File: src/rtl/rv32i_id_stage.sv
// RV32I decode stage: instruction decode, WB bypass onto operands,
// load-use hazard detection and the ID/EX pipeline register.
module rv32i_id_stage #(
  parameter bit WB_BYPASS = 1'b1
) (
  input  logic        clk,
  input  logic        rst,
  input  logic        id_valid,
  input  logic [31:0] id_instr,
  input  logic [31:0] id_pc,
  output logic        stall_o,
  input  logic        flush_i,
  output logic [4:0]  rf_raddr1,
  output logic [4:0]  rf_raddr2,
  input  logic [31:0] rf_rdata1,
  input  logic [31:0] rf_rdata2,
  input  logic        wb_we,
  input  logic [4:0]  wb_waddr,
  input  logic [31:0] wb_wdata,
  output logic        ex_valid,
  output logic [31:0] ex_pc,
  output logic [31:0] ex_rs1_val,
  output logic [31:0] ex_rs2_val,
  output logic [31:0] ex_imm,
  output logic [4:0]  ex_rs1,
  output logic [4:0]  ex_rs2,
  output logic [4:0]  ex_rd,
  output logic [3:0]  ex_alu_op,
  output logic [2:0]  ex_funct3,
  output logic        ex_op1_pc,
  output logic        ex_op2_imm,
  output logic        ex_reg_we,
  output logic        ex_is_load,
  output logic        ex_is_store,
  output logic        ex_is_branch,
  output logic        ex_is_jal,
  output logic        ex_is_jalr,
  output logic        ex_illegal
);

  localparam logic [6:0] OPC_LUI    = 7'b0110111;
  localparam logic [6:0] OPC_AUIPC  = 7'b0010111;
  localparam logic [6:0] OPC_JAL    = 7'b1101111;
  localparam logic [6:0] OPC_JALR   = 7'b1100111;
  localparam logic [6:0] OPC_BRANCH = 7'b1100011;
  localparam logic [6:0] OPC_LOAD   = 7'b0000011;
  localparam logic [6:0] OPC_STORE  = 7'b0100011;
  localparam logic [6:0] OPC_OPIMM  = 7'b0010011;
  localparam logic [6:0] OPC_OP     = 7'b0110011;
  localparam logic [6:0] OPC_FENCE  = 7'b0001111;

  typedef struct packed {
    logic        valid;
    logic [31:0] pc;
    logic [31:0] rs1_val;
    logic [31:0] rs2_val;
    logic [31:0] imm;
    logic [4:0]  rs1;
    logic [4:0]  rs2;
    logic [4:0]  rd;
    logic [3:0]  alu_op;
    logic [2:0]  funct3;
    logic        op1_pc;
    logic        op2_imm;
    logic        reg_we;
    logic        is_load;
    logic        is_store;
    logic        is_branch;
    logic        is_jal;
    logic        is_jalr;
    logic        illegal;
  } id_ex_t;

  // Bubble: clear valid and every control bit, leave data fields as-is.
  function automatic id_ex_t make_bubble(input id_ex_t s);
    id_ex_t b;
    b           = s;
    b.valid     = 1'b0;
    b.alu_op    = '0;
    b.funct3    = '0;
    b.op1_pc    = 1'b0;
    b.op2_imm   = 1'b0;
    b.reg_we    = 1'b0;
    b.is_load   = 1'b0;
    b.is_store  = 1'b0;
    b.is_branch = 1'b0;
    b.is_jal    = 1'b0;
    b.is_jalr   = 1'b0;
    b.illegal   = 1'b0;
    return b;
  endfunction

  id_ex_t      dec;
  id_ex_t      ex_d, ex_q;
  logic [6:0]  opcode;
  logic [2:0]  f3;
  logic [31:0] imm_i, imm_s, imm_b, imm_u, imm_j;
  logic        uses_rs1, uses_rs2, writes_rd;
  logic        hazard;

  assign opcode    = id_instr[6:0];
  assign f3        = id_instr[14:12];
  assign rf_raddr1 = id_instr[19:15];
  assign rf_raddr2 = id_instr[24:20];

  assign imm_i = {{20{id_instr[31]}}, id_instr[31:20]};
  assign imm_s = {{20{id_instr[31]}}, id_instr[31:25], id_instr[11:7]};
  assign imm_b = {{19{id_instr[31]}}, id_instr[31], id_instr[7], id_instr[30:25],
                  id_instr[11:8], 1'b0};
  assign imm_u = {id_instr[31:12], 12'b0};
  assign imm_j = {{11{id_instr[31]}}, id_instr[31], id_instr[19:12], id_instr[20],
                  id_instr[30:21], 1'b0};

  always_comb begin
    dec        = '0;
    uses_rs1   = 1'b0;
    uses_rs2   = 1'b0;
    writes_rd  = 1'b0;
    dec.valid  = id_valid;
    dec.pc     = id_pc;
    dec.rs1    = id_instr[19:15];
    dec.rs2    = id_instr[24:20];
    dec.rd     = id_instr[11:7];
    dec.funct3 = f3;
    case (opcode)
      OPC_LUI: begin
        dec.rs1     = '0;
        dec.imm     = imm_u;
        dec.op2_imm = 1'b1;
        writes_rd   = 1'b1;
      end
      OPC_AUIPC: begin
        dec.imm     = imm_u;
        dec.op1_pc  = 1'b1;
        dec.op2_imm = 1'b1;
        writes_rd   = 1'b1;
      end
      OPC_JAL: begin
        dec.imm     = imm_j;
        dec.op1_pc  = 1'b1;
        dec.op2_imm = 1'b1;
        dec.is_jal  = 1'b1;
        writes_rd   = 1'b1;
      end
      OPC_JALR: begin
        dec.imm     = imm_i;
        dec.op2_imm = 1'b1;
        dec.is_jalr = 1'b1;
        writes_rd   = 1'b1;
        uses_rs1    = 1'b1;
      end
      OPC_BRANCH: begin
        dec.imm       = imm_b;
        dec.is_branch = 1'b1;
        uses_rs1      = 1'b1;
        uses_rs2      = 1'b1;
      end
      OPC_LOAD: begin
        dec.imm     = imm_i;
        dec.op2_imm = 1'b1;
        dec.is_load = 1'b1;
        writes_rd   = 1'b1;
        uses_rs1    = 1'b1;
      end
      OPC_STORE: begin
        dec.imm      = imm_s;
        dec.op2_imm  = 1'b1;
        dec.is_store = 1'b1;
        uses_rs1     = 1'b1;
        uses_rs2     = 1'b1;
      end
      OPC_OPIMM: begin
        // Only the shift-right immediates carry the alt bit in instr[30].
        dec.imm     = imm_i;
        dec.op2_imm = 1'b1;
        dec.alu_op  = {(f3 == 3'b101) & id_instr[30], f3};
        writes_rd   = 1'b1;
        uses_rs1    = 1'b1;
      end
      OPC_OP: begin
        dec.alu_op = {id_instr[30], f3};
        writes_rd  = 1'b1;
        uses_rs1   = 1'b1;
        uses_rs2   = 1'b1;
      end
      OPC_FENCE: begin
      end
      default: begin
        dec.illegal = 1'b1;
        dec.funct3  = '0;
      end
    endcase
    dec.reg_we = writes_rd && (dec.rd != 5'd0);

    if (dec.rs1 == 5'd0)
      dec.rs1_val = '0;
    else if (WB_BYPASS && wb_we && (wb_waddr == dec.rs1))
      dec.rs1_val = wb_wdata;
    else
      dec.rs1_val = rf_rdata1;

    if (dec.rs2 == 5'd0)
      dec.rs2_val = '0;
    else if (WB_BYPASS && wb_we && (wb_waddr == dec.rs2))
      dec.rs2_val = wb_wdata;
    else
      dec.rs2_val = rf_rdata2;
  end

  assign hazard = ex_q.valid && ex_q.is_load && (ex_q.rd != 5'd0) && id_valid &&
                  ((uses_rs1 && (ex_q.rd == dec.rs1)) || (uses_rs2 && (ex_q.rd == dec.rs2)));
  assign stall_o = hazard && !flush_i;

  always_comb begin
    ex_d = dec;
    if (flush_i || hazard || !id_valid)
      ex_d = make_bubble(dec);
  end

  always_ff @(posedge clk or posedge rst) begin
    if (rst) ex_q <= '0;
    else     ex_q <= ex_d;
  end

  assign ex_valid     = ex_q.valid;
  assign ex_pc        = ex_q.pc;
  assign ex_rs1_val   = ex_q.rs1_val;
  assign ex_rs2_val   = ex_q.rs2_val;
  assign ex_imm       = ex_q.imm;
  assign ex_rs1       = ex_q.rs1;
  assign ex_rs2       = ex_q.rs2;
  assign ex_rd        = ex_q.rd;
  assign ex_alu_op    = ex_q.alu_op;
  assign ex_funct3    = ex_q.funct3;
  assign ex_op1_pc    = ex_q.op1_pc;
  assign ex_op2_imm   = ex_q.op2_imm;
  assign ex_reg_we    = ex_q.reg_we;
  assign ex_is_load   = ex_q.is_load;
  assign ex_is_store  = ex_q.is_store;
  assign ex_is_branch = ex_q.is_branch;
  assign ex_is_jal    = ex_q.is_jal;
  assign ex_is_jalr   = ex_q.is_jalr;
  assign ex_illegal   = ex_q.illegal;

endmodule

File: config.mk
export PLATFORM = sky130hd
export DESIGN_NAME = rv32i_id_stage
export DESIGN_NICKNAME = d
export VERILOG_FILES = /design/src/rtl/rv32i_id_stage.sv
export SDC_FILE = /design/constraint.sdc
export NUM_CORES = 1
export LEC_CHECK = 0
export CAP_MARGIN = 20
export CORE_AREA = 2 2 134 136
export CTS_BUF_LIST = sky130_fd_sc_hd__clkbuf_16
export CTS_CLUSTER_SIZE = 16
export DETAILED_ROUTE_END_ITERATION = 10
export DIE_AREA = 0 0 136 138
export GPL_TIMING_DRIVEN = 0
export PLACE_DENSITY = 0.76
export SETUP_SLACK_MARGIN = 0.4
export SLEW_MARGIN = 25
export SYNTH_ARGS = -nofsm -noshare
export SYNTH_HDL_FRONTEND = slang
export SYNTH_SLANG_ARGS = --single-unit
File: constraint.sdc
create_clock -name clk -period 10.2 [get_ports clk]
set_clock_uncertainty 0.1 [all_clocks]
set_input_delay 1.02 -clock clk [delete_from_list [all_inputs] [get_ports clk]]
set_output_delay 1.02 -clock clk [all_outputs]
set_load 0.005 [all_outputs]
# After elaboration in Yosys (flattened, before gate mapping)
# Index checks and enable logic that the tools add are counted.
[classes]
reduce_logical = 27
n_bitwise = 1
n_eq_ne = 15
muxes = 20
[ops]
columns = ["cell", "count"]
rows = [
  ["160-bit two-way mux", 1],
  ["32-bit one-hot mux with 5 select lines", 1],
  ["32-bit two-way mux", 4],
  ["7-bit by 6-bit equality test with 1-bit output, second input constant", 3],
  ["7-bit equality test, second input constant", 3],
  ["5-bit equality test", 4],
  ["7-bit by 5-bit equality test with 1-bit output, second input constant", 2],
  ["7-bit OR reduction", 2],
  ["1-bit two-way mux", 11],
  ["1-bit logical AND", 10],
  ["5-bit zero test", 2],
  ["5-bit nonzero test", 2],
  ["10-bit OR reduction", 1],
  ["4-bit one-hot mux with 2 select lines", 1],
  ["7-bit by 2-bit equality test with 1-bit output, second input constant", 1],
  ["7-bit by 4-bit equality test with 1-bit output, second input constant", 1],
  ["3-bit OR reduction", 2],
  ["6-bit OR reduction", 1],
  ["5-bit two-way mux", 1],
  ["2-bit OR reduction", 2],
  ["3-bit equality test, second input constant", 1],
  ["1-bit logical OR", 3],
  ["3-bit two-way mux", 1],
  ["1-bit zero test", 2],
  ["1-bit bitwise AND", 1],
]
[word_totals]
elab_cells = 82
output_inout_bits = 171
input_bits = 170
register_bits = 160

# Longest topological paths before layout
# Gate-level depths: netlist (run 1).
[depth]
depth_word = 9
ltp_mapped = 7
depth_no_buf = 5

# Worst setup path before layout (run 1)
# No wires, ideal clock.
[synth_path]
path_kind = "in2out"
startpoint = "in id_instr[2]"
endpoint = "out stall_o"
arrival_time_ns = 2.055
path_slack_ns = 7.025
required_ns = 9.080
path_stages = 6
path_buffers = 1
path_cell_list = "buf_2 and4bb_2 nand3_1 nor4_1 a31o_2 and3b_1"
[synth_via]
elab_chain_cells = 7
elab_cells_between_ends = 18
cone_classes = "eq/ne (8); mux (3); reduce/logical (7)"
[synth_lines]
columns = ["item", "line", "source"]
rows = [
  ["start, declared", "9", "input logic [31:0] id_instr,"],
  ["7-bit by 6-bit equality test with 1-bit output, or another cell as far along", "125", "case (opcode)"],
  ["5-bit two-way mux, or another cell as far along", "125", ""],
  ["5-bit equality test or 1-bit two-way mux (tied branches)", "211, 125", ""],
  ["1-bit logical AND", "211", "((uses_rs1 && (ex_q.rd == dec.rs1)) || (uses_rs2 && (ex_q.rd == dec.rs2)));"],
  ["1-bit logical OR (*)", "211", ""],
  ["1-bit logical AND (*)", "210", "assign hazard = ex_q.valid && ex_q.is_load && (ex_q.rd != 5'd0) && id_valid &&"],
  ["1-bit logical AND (*)", "212", "assign stall_o = hazard && !flush_i;"],
  ["end, declared", "11", "output logic stall_o,"],
]
# Mark *: on every way between the ends. The rest lies on a longest branch, timed or not.

# Final worst setup path (run 1)
[layout_path]
startpoint = "in id_instr[4]"
endpoint = "out stall_o"
# Same word-level chain as after synthesis.

==> results.json, run 1 <==
{
  "run_status": "finished, final reports clean",
  "cts_made_buffers": 17,
  "cts_tree": "yes",
  "total_switching_power_mw": 0.361,
  "cp_class": "in -> out",
  "netlist-cell-type-count": 54,
  "number_of_post_cts_setup_repair_buffers": 0,
  "hold_path_class": "reg -> reg",
  "maximum_fanout_encountered_on_the_critical_timing_path": 8,
  "first_pass_grt_wire_length_microns": 30900,
  "finalSetupViolations": 0,
  "synth.most_common_cell": "sky130_fd_sc_hd__dfrtp_1",
  "power.sequential.fraction_pct": 44.9,
  "rsz0062_at_grt": "no",
  "layout.nets": 1056,
  "report.final.hold_viol_count": 0,
  "worstPathCellList": "clkdlybuf4s50_1, nand4b_4, o21ai_0, xor2_1, a31o_2, and3b_1, clkdlybuf4s50_1",
  "grt_pass1_vias": 5428,
  "pwr-share-clk_pct": 40.5,
  "maximum_vdd_drop_mv": 0.111,
  "track_usage_pct": 22.0,
  "antenna_violations_before_repair": 0,
  "worst_path_most_repeated_cell": "sky130_fd_sc_hd__clkdlybuf4s50_1",
  "synth_largest_area_cell": "sky130_fd_sc_hd__dfrtp_1",
  "wl_per_cell_microns": 18.1,
  "ys_top_cells_by_area": "sky130_fd_sc_hd__dfrtp_1 63%, sky130_fd_sc_hd__mux2i_1 10%, sky130_fd_sc_hd__nand2_1 4.7%",
  "initial_utilization_pct": 36.3,
  "power.static_leakage_nw": 4.71,
  "std_cell_rows": 49,
  "global_route.usage.met1_pct": 25.4,
  "overflow_after_grt": 0,
  "netlist_area_sq_mm": 0.00636,
  "clkTransAtPathRegs_ns": 0.07,
  "place.detailed.instances": 1096,
  "fin_crit_ns": 4.49,
  "asyncSetResetFlopFracSynth_pct": 100,
  "stdcell_count": 1128,
  "cts_buffer_depth": 2,
  "highest_clock_rate_ghz": 0.223,
  "gp_congestion": 0.879,
  "post-route-period-util_pct": 44.0,
  "drt_iter0_markers": 220,
  "design_internal_power_mw": 1.14,
  "synth_top_flop_cell": "sky130_fd_sc_hd__dfrtp_1",
  "synth_register_bits": 160,
  "postCtsHoldBufs": 0,
  "flow.area_growth_from_synthesis_pct": 66.9,
  "p_comb_share_pct": 14.6,
  "slew_headroom_pct": 43.7,
  "power_density_mw_per_mm2": 141,
  "grt_most_used_layer": "met2",
  "whs_ns": 0.776,
  "place_area_sq_mm": 0.0101,
  "route.detailed.vias_per_inst": 4.77,
  "floorplan.die.width_microns": 136,
  "fp.dieH_microns": 138,
  "n_fill_cell": 1447,
  "drt_wirelength_microns": 20500,
  "synth_area_per_cell_sq_um": 12.0,
  "count_of_flip_flops_with_a_built_in_enable_after_synthesis": 0,
  "root_buffer": "sky130_fd_sc_hd__clkbuf_16",
  "layout.cell_area.non_filler_sq_mm": 0.0106,
  "yosys_warnings": 0,
  "floorplan.die_area_sq_mm": 0.0188,
  "ctsResizeCount": 0,
  "max-cap-violations": 0,
  "cp_data_arrival_time_ns": 3.37,
  "detail-route-antenna-nets": 0,
  "post-synth-top-area-fraction_pct": 62.9,
  "clock_sinks": 160,
  "gr-usage-met3_pct": 7.96,
  "firstDrtPassIters": 4,
  "placement.io_buffers": 337,
  "layout-drive-gt1-share_pct": 6.79,
  "synth_cells": 529,
  "crit_path_max_incr_delay_ns": 0.69,
  "synth_fp_nets": 699,
  "crit_path_start_kind": "input port",
  "critical_path.endpoint_type": "primary output",
  "h-tree-depth": 4,
  "timing_max_transition_violations_final": 0,
  "detail_route.drc_violations": 0,
  "dr_total_vias": 5382,
  "switching_share_pct": 24.1,
  "tns_ns": 0,
  "grt_max_degree": 84,
  "io_pins": 341,
  "required_ns": 9.08,
  "critical-path-slowest-cell": "sky130_fd_sc_hd__clkdlybuf4s50_1",
  "synth_commonest_cells": "160 x sky130_fd_sc_hd__dfrtp_1, 79 x sky130_fd_sc_hd__nand2_1, 65 x sky130_fd_sc_hd__mux2i_1",
  "clk_latency_ns": 0.42,
  "use_met2_pct": 35.9,
  "detailed_place_hpwl_microns": 15500,
  "synth_sequential_area_ratio_pct": 62.9,
  "core_sq_mm": 0.0175,
  "transition_time_at_the_pin_with_the_least_slew_margin_ns": 0.845
}
## registers in the layout (all words and copies together) (netlist names)
| register | flops |
|---|---|
| ex_rs1_val | 32 |
| ex_pc | 32 |
| ex_is_branch | 1 |
| ex_rs1 | 5 |
| ex_valid | 1 |
| ex_imm | 32 |
| ex_is_jal | 1 |
| ex_alu_op | 4 |
| ex_rd | 5 |
| ex_illegal | 1 |
| ex_funct3 | 3 |
| ex_reg_we | 1 |
| ex_op2_imm | 1 |
| ex_op1_pc | 1 |
| ex_is_store | 1 |
| ex_rs2_val | 32 |
| ex_is_load | 1 |
| ex_rs2 | 5 |
| ex_is_jalr | 1 |
## power groups by stage
stage | registers (mW) | logic [mW] | clock network, mW
floorplan | 0.689 | 0.0578 | 0
global placement | 0.685 | 0.217 | 0
detailed placement | 0.685 | 0.221 | 0
CTS | 0.673 | 0.222 | 0.621
global route | 0.675 | 0.238 | 0.648
finish | 0.673 | 0.219 | 0.606
## layer usage
layer / routed length [microns] / vias to the layer above
met3: 1950 / 45
met5: 0 / -
met4: 803 / 0
met1: 7680 / 2570
li1: - / 2501
met2: 10000 / 266
## cell families after synthesis
family / share of synthesized area [%]
buf+inv: 3.86
mux: 10.2
flops: 62.9
compound gates: 7.79
xor+xnor: 2.07
simple gates: 13.1
## critical path, delay by kind of cell
family | cells | cell delay, ns
simple gates | 2 | 0.39
xor+xnor | 1 | 0.18
compound gates | 2 | 0.59
buf+inv | 2 | 1.19
## cell usage in the layout, fill, tap and decap left out, types with 4 or more instances in the layout
cell type,instances
sky130_fd_sc_hd__mux2i_1,65
sky130_fd_sc_hd__o21ai_0,8
sky130_fd_sc_hd__nor2_1,45
sky130_fd_sc_hd__dfrtp_1,160
sky130_fd_sc_hd__clkbuf_1,19
sky130_fd_sc_hd__clkbuf_16,17
sky130_fd_sc_hd__nand3_1,7
sky130_fd_sc_hd__buf_4,10
sky130_fd_sc_hd__xor2_1,7
sky130_fd_sc_hd__nand2_1,79
sky130_fd_sc_hd__a21o_1,19
sky130_fd_sc_hd__a21oi_1,12
sky130_fd_sc_hd__clkdlybuf4s50_1,337
sky130_fd_sc_hd__clkinv_4,5
sky130_fd_sc_hd__nor2b_1,5
sky130_fd_sc_hd__a22o_1,4
sky130_fd_sc_hd__and2_1,11
sky130_fd_sc_hd__xnor2_1,8
sky130_fd_sc_hd__buf_2,6
sky130_fd_sc_hd__inv_1,7
## layout make-up
| cell class | instances | area (sq um) | share of cell area, % |
|---|---|---|---|
| sequential | 160 | 4000 | 37.7 |
| timing repair buffer | 338 | 3400 | 32.0 |
| multi-input combinational | 322 | 2110 | 19.9 |
| clock buffer | 17 | 425 | 4.01 |
| tap | 229 | 287 | 2.70 |
| buffer | 39 | 215 | 2.03 |
| clock inverter | 14 | 135 | 1.27 |
| inverter | 8 | 37.5 | 0.353 |
| antenna | 1 | 2.50 | 0.0236 |
## final timing paths
path                               startpoint                     end  slack, ns  cells after the start
min in group asynchronous                 rst     ex_pc[26]$_DFF_PP0_       0.99                      2
max reg2reg                ex_rd[2]$_DFF_PP0_    ex_is_jalr$_DFF_PP0_       8.06                      5
min reg2reg                ex_rd[3]$_DFF_PP0_  ex_funct3[1]$_DFF_PP0_       0.78                      2
max in group asynchronous                 rst     ex_rs1[3]$_DFF_PP0_       8.23                      3
min                        ex_rd[3]$_DFF_PP0_  ex_funct3[1]$_DFF_PP0_       0.78                      2
max                               id_instr[4]                 stall_o       5.71                      7
## metrics by stage
stage               utilization, %  power [mW]  worst slack (ns)
floorplan                        -       0.747              4.76
global placement              57.2       0.901              2.61
detailed placement            57.3       0.906              5.77
CTS                           60.5        1.52              5.75
global route                  60.5        1.56              5.59
finish                        60.6        1.50              5.71
Note: power is estimated with default switching activity, not from simulation.
==> run 2: changes to the inputs <==
Settings changed: CORE_AREA 2 2 134 136 to not set, CORE_MARGIN set to 2, CORE_UTILIZATION set to 39, DIE_AREA 0 0 136 138 to not set, PLACE_DENSITY 0.76 to 0.8.
Clock period 10.2 ns to 4.5 ns, I/O delays scaled along.
==> results.json, run 2 (synthesis results as in run 1) <==
{
  "run_status": "finished, final reports clean",
  "pwr-share-clk_pct": 40.4,
  "crit_path_start_kind": "input port",
  "initial_utilization_pct": 40.0,
  "switching_share_pct": 24.2,
  "slew_headroom_pct": 40.7,
  "layout-drive-gt1-share_pct": 7.20,
  "floorplan.die_area_sq_mm": 0.0173,
  "gp_congestion": 0.893,
  "p_comb_share_pct": 14.9,
  "grt_pass1_vias": 5517,
  "route.detailed.vias_per_inst": 4.82,
  "finalSetupViolations": 0,
  "tns_ns": 0,
  "first_pass_grt_wire_length_microns": 31700,
  "report.final.hold_viol_count": 0,
  "maximum_fanout_encountered_on_the_critical_timing_path": 8,
  "firstDrtPassIters": 5,
  "drt_wirelength_microns": 20600,
  "root_buffer": "sky130_fd_sc_hd__clkbuf_16",
  "std_cell_rows": 46,
  "floorplan.die.width_microns": 132,
  "power_density_mw_per_mm2": 319,
  "reg2reg_from": "ex_rd[2]$_DFF_PP0_",
  "layout.nets": 1061,
  "total_switching_power_mw": 0.826,
  "clkTransAtPathRegs_ns": 0.07,
  "h-tree-depth": 4,
  "clk_latency_ns": 0.42,
  "detail-route-antenna-nets": 0,
  "core_sq_mm": 0.0159,
  "maximum_vdd_drop_mv": 0.254,
  "overflow_after_grt": 0,
  "io_pins": 341,
  "number_of_post_cts_setup_repair_buffers": 0,
  "most-common-layout-cells": "337 x sky130_fd_sc_hd__clkdlybuf4s50_1, 160 x sky130_fd_sc_hd__dfrtp_1, 79 x sky130_fd_sc_hd__nand2_1, 65 x sky130_fd_sc_hd__mux2i_1, 45 x sky130_fd_sc_hd__nor2_1",
  "wl_per_cell_microns": 18.3,
  "rsz0062_at_grt": "no",
  "fin_crit_ns": 3.33,
  "power.static_leakage_nw": 4.74,
  "mostFrequentLayoutCell": "sky130_fd_sc_hd__clkdlybuf4s50_1",
  "detailed_place_hpwl_microns": 15800,
  "cts_tree": "yes",
  "cp_class": "in -> out",
  "timing_max_transition_violations_final": 0,
  "grt_max_degree": 33,
  "detail_route.drc_violations": 0,
  "worst_slack_ns": 1.17,
  "power.sequential.fraction_pct": 44.7,
  "antenna_violations_before_repair": 1,
  "cp_data_arrival_time_ns": 2.78,
  "track_usage_pct": 24.0,
  "placement.io_buffers": 337,
  "critical_path.endpoint_type": "primary output",
  "drt_iter0_markers": 296,
  "ctsResizeCount": 0,
  "post-route-period-util_pct": 73.9,
  "required_ns": 3.95,
  "design_internal_power_mw": 2.59,
  "hold_path_class": "in -> async",
  "postCtsHoldBufs": 0,
  "cts_made_buffers": 17,
  "whs_ns": 0.290,
  "cts_buffer_depth": 2,
  "max-cap-violations": 0,
  "dr_total_vias": 5394,
  "clock_sinks": 160,
  "transition_time_at_the_pin_with_the_least_slew_margin_ns": 0.877,
  "place_worst_setup_slack_ns": 1.22,
  "flow.area_growth_from_synthesis_pct": 68.3,
  "fp.dieH_microns": 132,
  "highest_clock_rate_ghz": 0.301,
  "cp-startpoint": "id_instr[4]"
}
## run 2: final timing paths
path | cells past startpoint | endpoint | slack [ns]
max | 7 | stall_o | 1.17
min | 2 | ex_pc[25]$_DFF_PP0_ | 0.29
max reg2reg | 5 | ex_is_jalr$_DFF_PP0_ | 2.50
min reg2reg | 2 | ex_funct3[0]$_DFF_PP0_ | 0.78
max in group asynchronous | 5 | ex_rs2_val[23]$_DFF_PP0_ | 3.17
min in group clk | 2 | ex_rs1[2]$_DFF_PP0_ | 0.30
## run 2: worst max-delay path, cell delays in order
cell and delay (ns):
sky130_fd_sc_hd__clkdlybuf4s50_1 0.68, sky130_fd_sc_hd__nand4b_4 0.22, sky130_fd_sc_hd__o21ai_0 0.30, sky130_fd_sc_hd__xor2_1 0.17
sky130_fd_sc_hd__a31o_2 0.26, sky130_fd_sc_hd__and3b_1 0.19, sky130_fd_sc_hd__clkdlybuf4s50_1 0.50
## run 2: layer usage
metal  vias to the layer above  wire [microns]  GRT usage (%)
met5                         -               0              0
met4                         0             513           8.45
li1                       2508               -              -
met2                       290           10900           43.5
met1                      2561            7470           27.1
met3                        35            1660           6.60
## run 2: power by group through the flow
stage	Combinational [mW]	Clock (mW)	Sequential [mW]
after floorplan	0.131	0	1.56
after global routing	0.547	1.47	1.53
after CTS	0.514	1.40	1.53
after detailed placement	0.510	0	1.55
after global placement	0.489	0	1.55
final	0.508	1.38	1.53
## run 2: final cells by class
type                            instances  area, sq um
Clock inverter                         14          134
Sequential cell                       160         4000
Fill cell                            1227         5180
Tap cell                              216          270
Buffer                                 39          215
Multi-Input combinational cell        322         2110
Clock buffer                           17          425
Inverter                                8         33.8
Timing Repair Buffer                  343         3510
Antenna cell                            1         2.50
## run 2: stage by stage
step / cell area (sq um) / power, mW / instances / util (%)
finish: 10700 / 3.41 / 1120 / 67.4
CTS: 10700 / 3.44 / 1119 / 67.4
detailed placement: 10100 / 2.06 / 1088 / 63.9
global placement: 10000 / 2.04 / 1082 / 63.0
floorplan: 6360 / 1.69 / 529 / -
global route: 10700 / 3.54 / 1120 / 67.4
==> run 3: changes to the inputs <==
Settings changed: CORE_UTILIZATION 39 to 35, PLACE_DENSITY 0.8 to 0.76.
Clock period 4.5 ns to 3 ns, I/O delays scaled along.
==> results.json, run 3 (synthesis results as in run 1) <==
{
  "run_status": "finished, final reports clean",
  "timing_max_transition_violations_final": 0,
  "root_buffer": "sky130_fd_sc_hd__clkbuf_16",
  "track_usage_pct": 21.9,
  "core_sq_mm": 0.0179,
  "crit_path_start_kind": "input port",
  "detailed_place_hpwl_microns": 16200,
  "gp_congestion": 0.905,
  "rsz0062_at_grt": "no",
  "slew_headroom_pct": 46.7,
  "route.detailed.vias_per_inst": 4.76,
  "highest_clock_rate_ghz": 0.411,
  "initial_utilization_pct": 35.5,
  "io_pins": 341,
  "tns_ns": 0,
  "clkTransAtPathRegs_ns": 0.07,
  "floorplan.die_area_sq_mm": 0.0193,
  "max-cap-violations": 0,
  "cts_made_buffers": 17,
  "clk_latency_ns": 0.42,
  "n_fill_cell": 1473,
  "grt_pass1_vias": 5508,
  "floorplan.die.width_microns": 139,
  "place_area_sq_mm": 0.0101,
  "place_worst_setup_slack_ns": -0.122,
  "cp_class": "in -> reg",
  "fin_crit_ns": 2.43,
  "worst_slack_ns": 0.569,
  "cp_data_arrival_time_ns": 2.62,
  "maximum_vdd_drop_mv": 0.334,
  "firstDrtPassIters": 4,
  "antenna_violations_before_repair": 4,
  "fp.dieH_microns": 139,
  "post-route-util_pct": 60.1,
  "required_ns": 3.19,
  "hold_path_class": "in -> reg",
  "most-common-layout-cells": "324 x sky130_fd_sc_hd__clkdlybuf4s50_1, 160 x sky130_fd_sc_hd__dfrtp_1, 79 x sky130_fd_sc_hd__nand2_1, 65 x sky130_fd_sc_hd__mux2i_1, 45 x sky130_fd_sc_hd__nor2_1",
  "drt_iter0_markers": 230,
  "detail-route-antenna-nets": 0,
  "overflow_after_grt": 0,
  "layout.cell_area.non_filler_sq_mm": 0.0108,
  "drt_wirelength_microns": 21200,
  "report.final.hold_viol_count": 0,
  "first_pass_grt_wire_length_microns": 32400,
  "finalSetupViolations": 0,
  "mostFrequentLayoutCell": "sky130_fd_sc_hd__clkdlybuf4s50_1",
  "layout.nets": 1070,
  "transition_time_at_the_pin_with_the_least_slew_margin_ns": 0.789,
  "maximum_fanout_encountered_on_the_critical_timing_path": 10,
  "grt_max_degree": 33,
  "clock_sinks": 160,
  "h-tree-depth": 4,
  "std_cell_rows": 49,
  "flow.area_growth_from_synthesis_pct": 69.1,
  "power.static_leakage_nw": 4.81,
  "post-route-period-util_pct": 81.0,
  "critical_path.endpoint_type": "flop",
  "layout-drive-gt1-share_pct": 8.54,
  "placement.io_buffers": 337,
  "dr_total_vias": 5456,
  "cts_tree": "yes",
  "worstHoldPathCells": 2,
  "wl_per_cell_microns": 18.5,
  "worstRegToRegCells": 6,
  "cts_buffer_depth": 2,
  "whs_ns": 0.170,
  "detail_route.drc_violations": 0,
  "power_density_mw_per_mm2": 468
}
-- run 3: final timing paths --
check	start	to	slack, ns
max reg2reg	ex_rd[2]$_DFF_PP0_	ex_is_store$_DFF_PP0_	1.03
max	wb_waddr[2]	ex_rs2_val[18]$_DFF_PP0_	0.57
min reg2reg	ex_rd[3]$_DFF_PP0_	ex_funct3[1]$_DFF_PP0_	0.79
min	id_instr[17]	ex_imm[17]$_DFF_PP0_	0.17
max in group asynchronous	rst	ex_rd[0]$_DFF_PP0_	1.74
min in group asynchronous	rst	ex_pc[8]$_DFF_PP0_	0.26
-- run 3: layer usage --
metal	global-route usage [%]	part of all wire, %
met3	5.35	6.0
met4	8.35	2.5
met2	37.1	51
met5	0	0
met1	27.3	40
-- run 3: metrics by stage --
step,cells,power (mW)
6_report,1146,5.03
5_1_grt,1145,5.23
2_1_floorplan,529,2.54
3_5_place_dp,1100,3.09
3_3_place_gp,1095,3.07
4_1_cts,1142,5.09
-- run 3: timing repair --
| item | in CTS | in global routing |
|---|---|---|
| buffers inserted | 10 | 0 |
| resized for setup | 19 | 0 |
| endpoints found under the setup margin | 4 | 0 |
| hold buffers | 0 | 0 |
-- run 3: area by class of cell --
type                       count  area, sq um  share of cell area (%)
multi-input combinational    322         2120                    19.7
clock inverter                15          114                    1.06
tap                          229          287                    2.66
inverter                       8         33.8                   0.314
antenna                        4         10.0                  0.0931
timing repair buffer         352         3540                    32.9
sequential                   160         4000                    37.2
clock buffer                  17          425                    3.95
buffer                        39          224                    2.08
-- run 3: critical path: stages --
cell	delay [ns]
sky130_fd_sc_hd__clkdlybuf4s50_1	0.49
sky130_fd_sc_hd__xor2_1	0.18
sky130_fd_sc_hd__nor4_1	0.36
sky130_fd_sc_hd__and3_1	0.21
sky130_fd_sc_hd__clkbuf_1	0.26
sky130_fd_sc_hd__buf_2	0.40
sky130_fd_sc_hd__mux2i_1	0.35
sky130_fd_sc_hd__nor2_1	0.07
-- run 3: where the power goes --
| part | switching (mW) | total [mW] | leakage [nW] | internal [mW] |
|---|---|---|---|---|
| Clock | 0.917 | 1.98 | 0.258 | 1.07 |
| Combinational | 0.293 | 0.763 | 2.57 | 0.470 |
| Sequential | 0.0316 | 2.29 | 1.98 | 2.26 |
| Total | 1.24 | 5.03 | 4.81 | 3.79 |
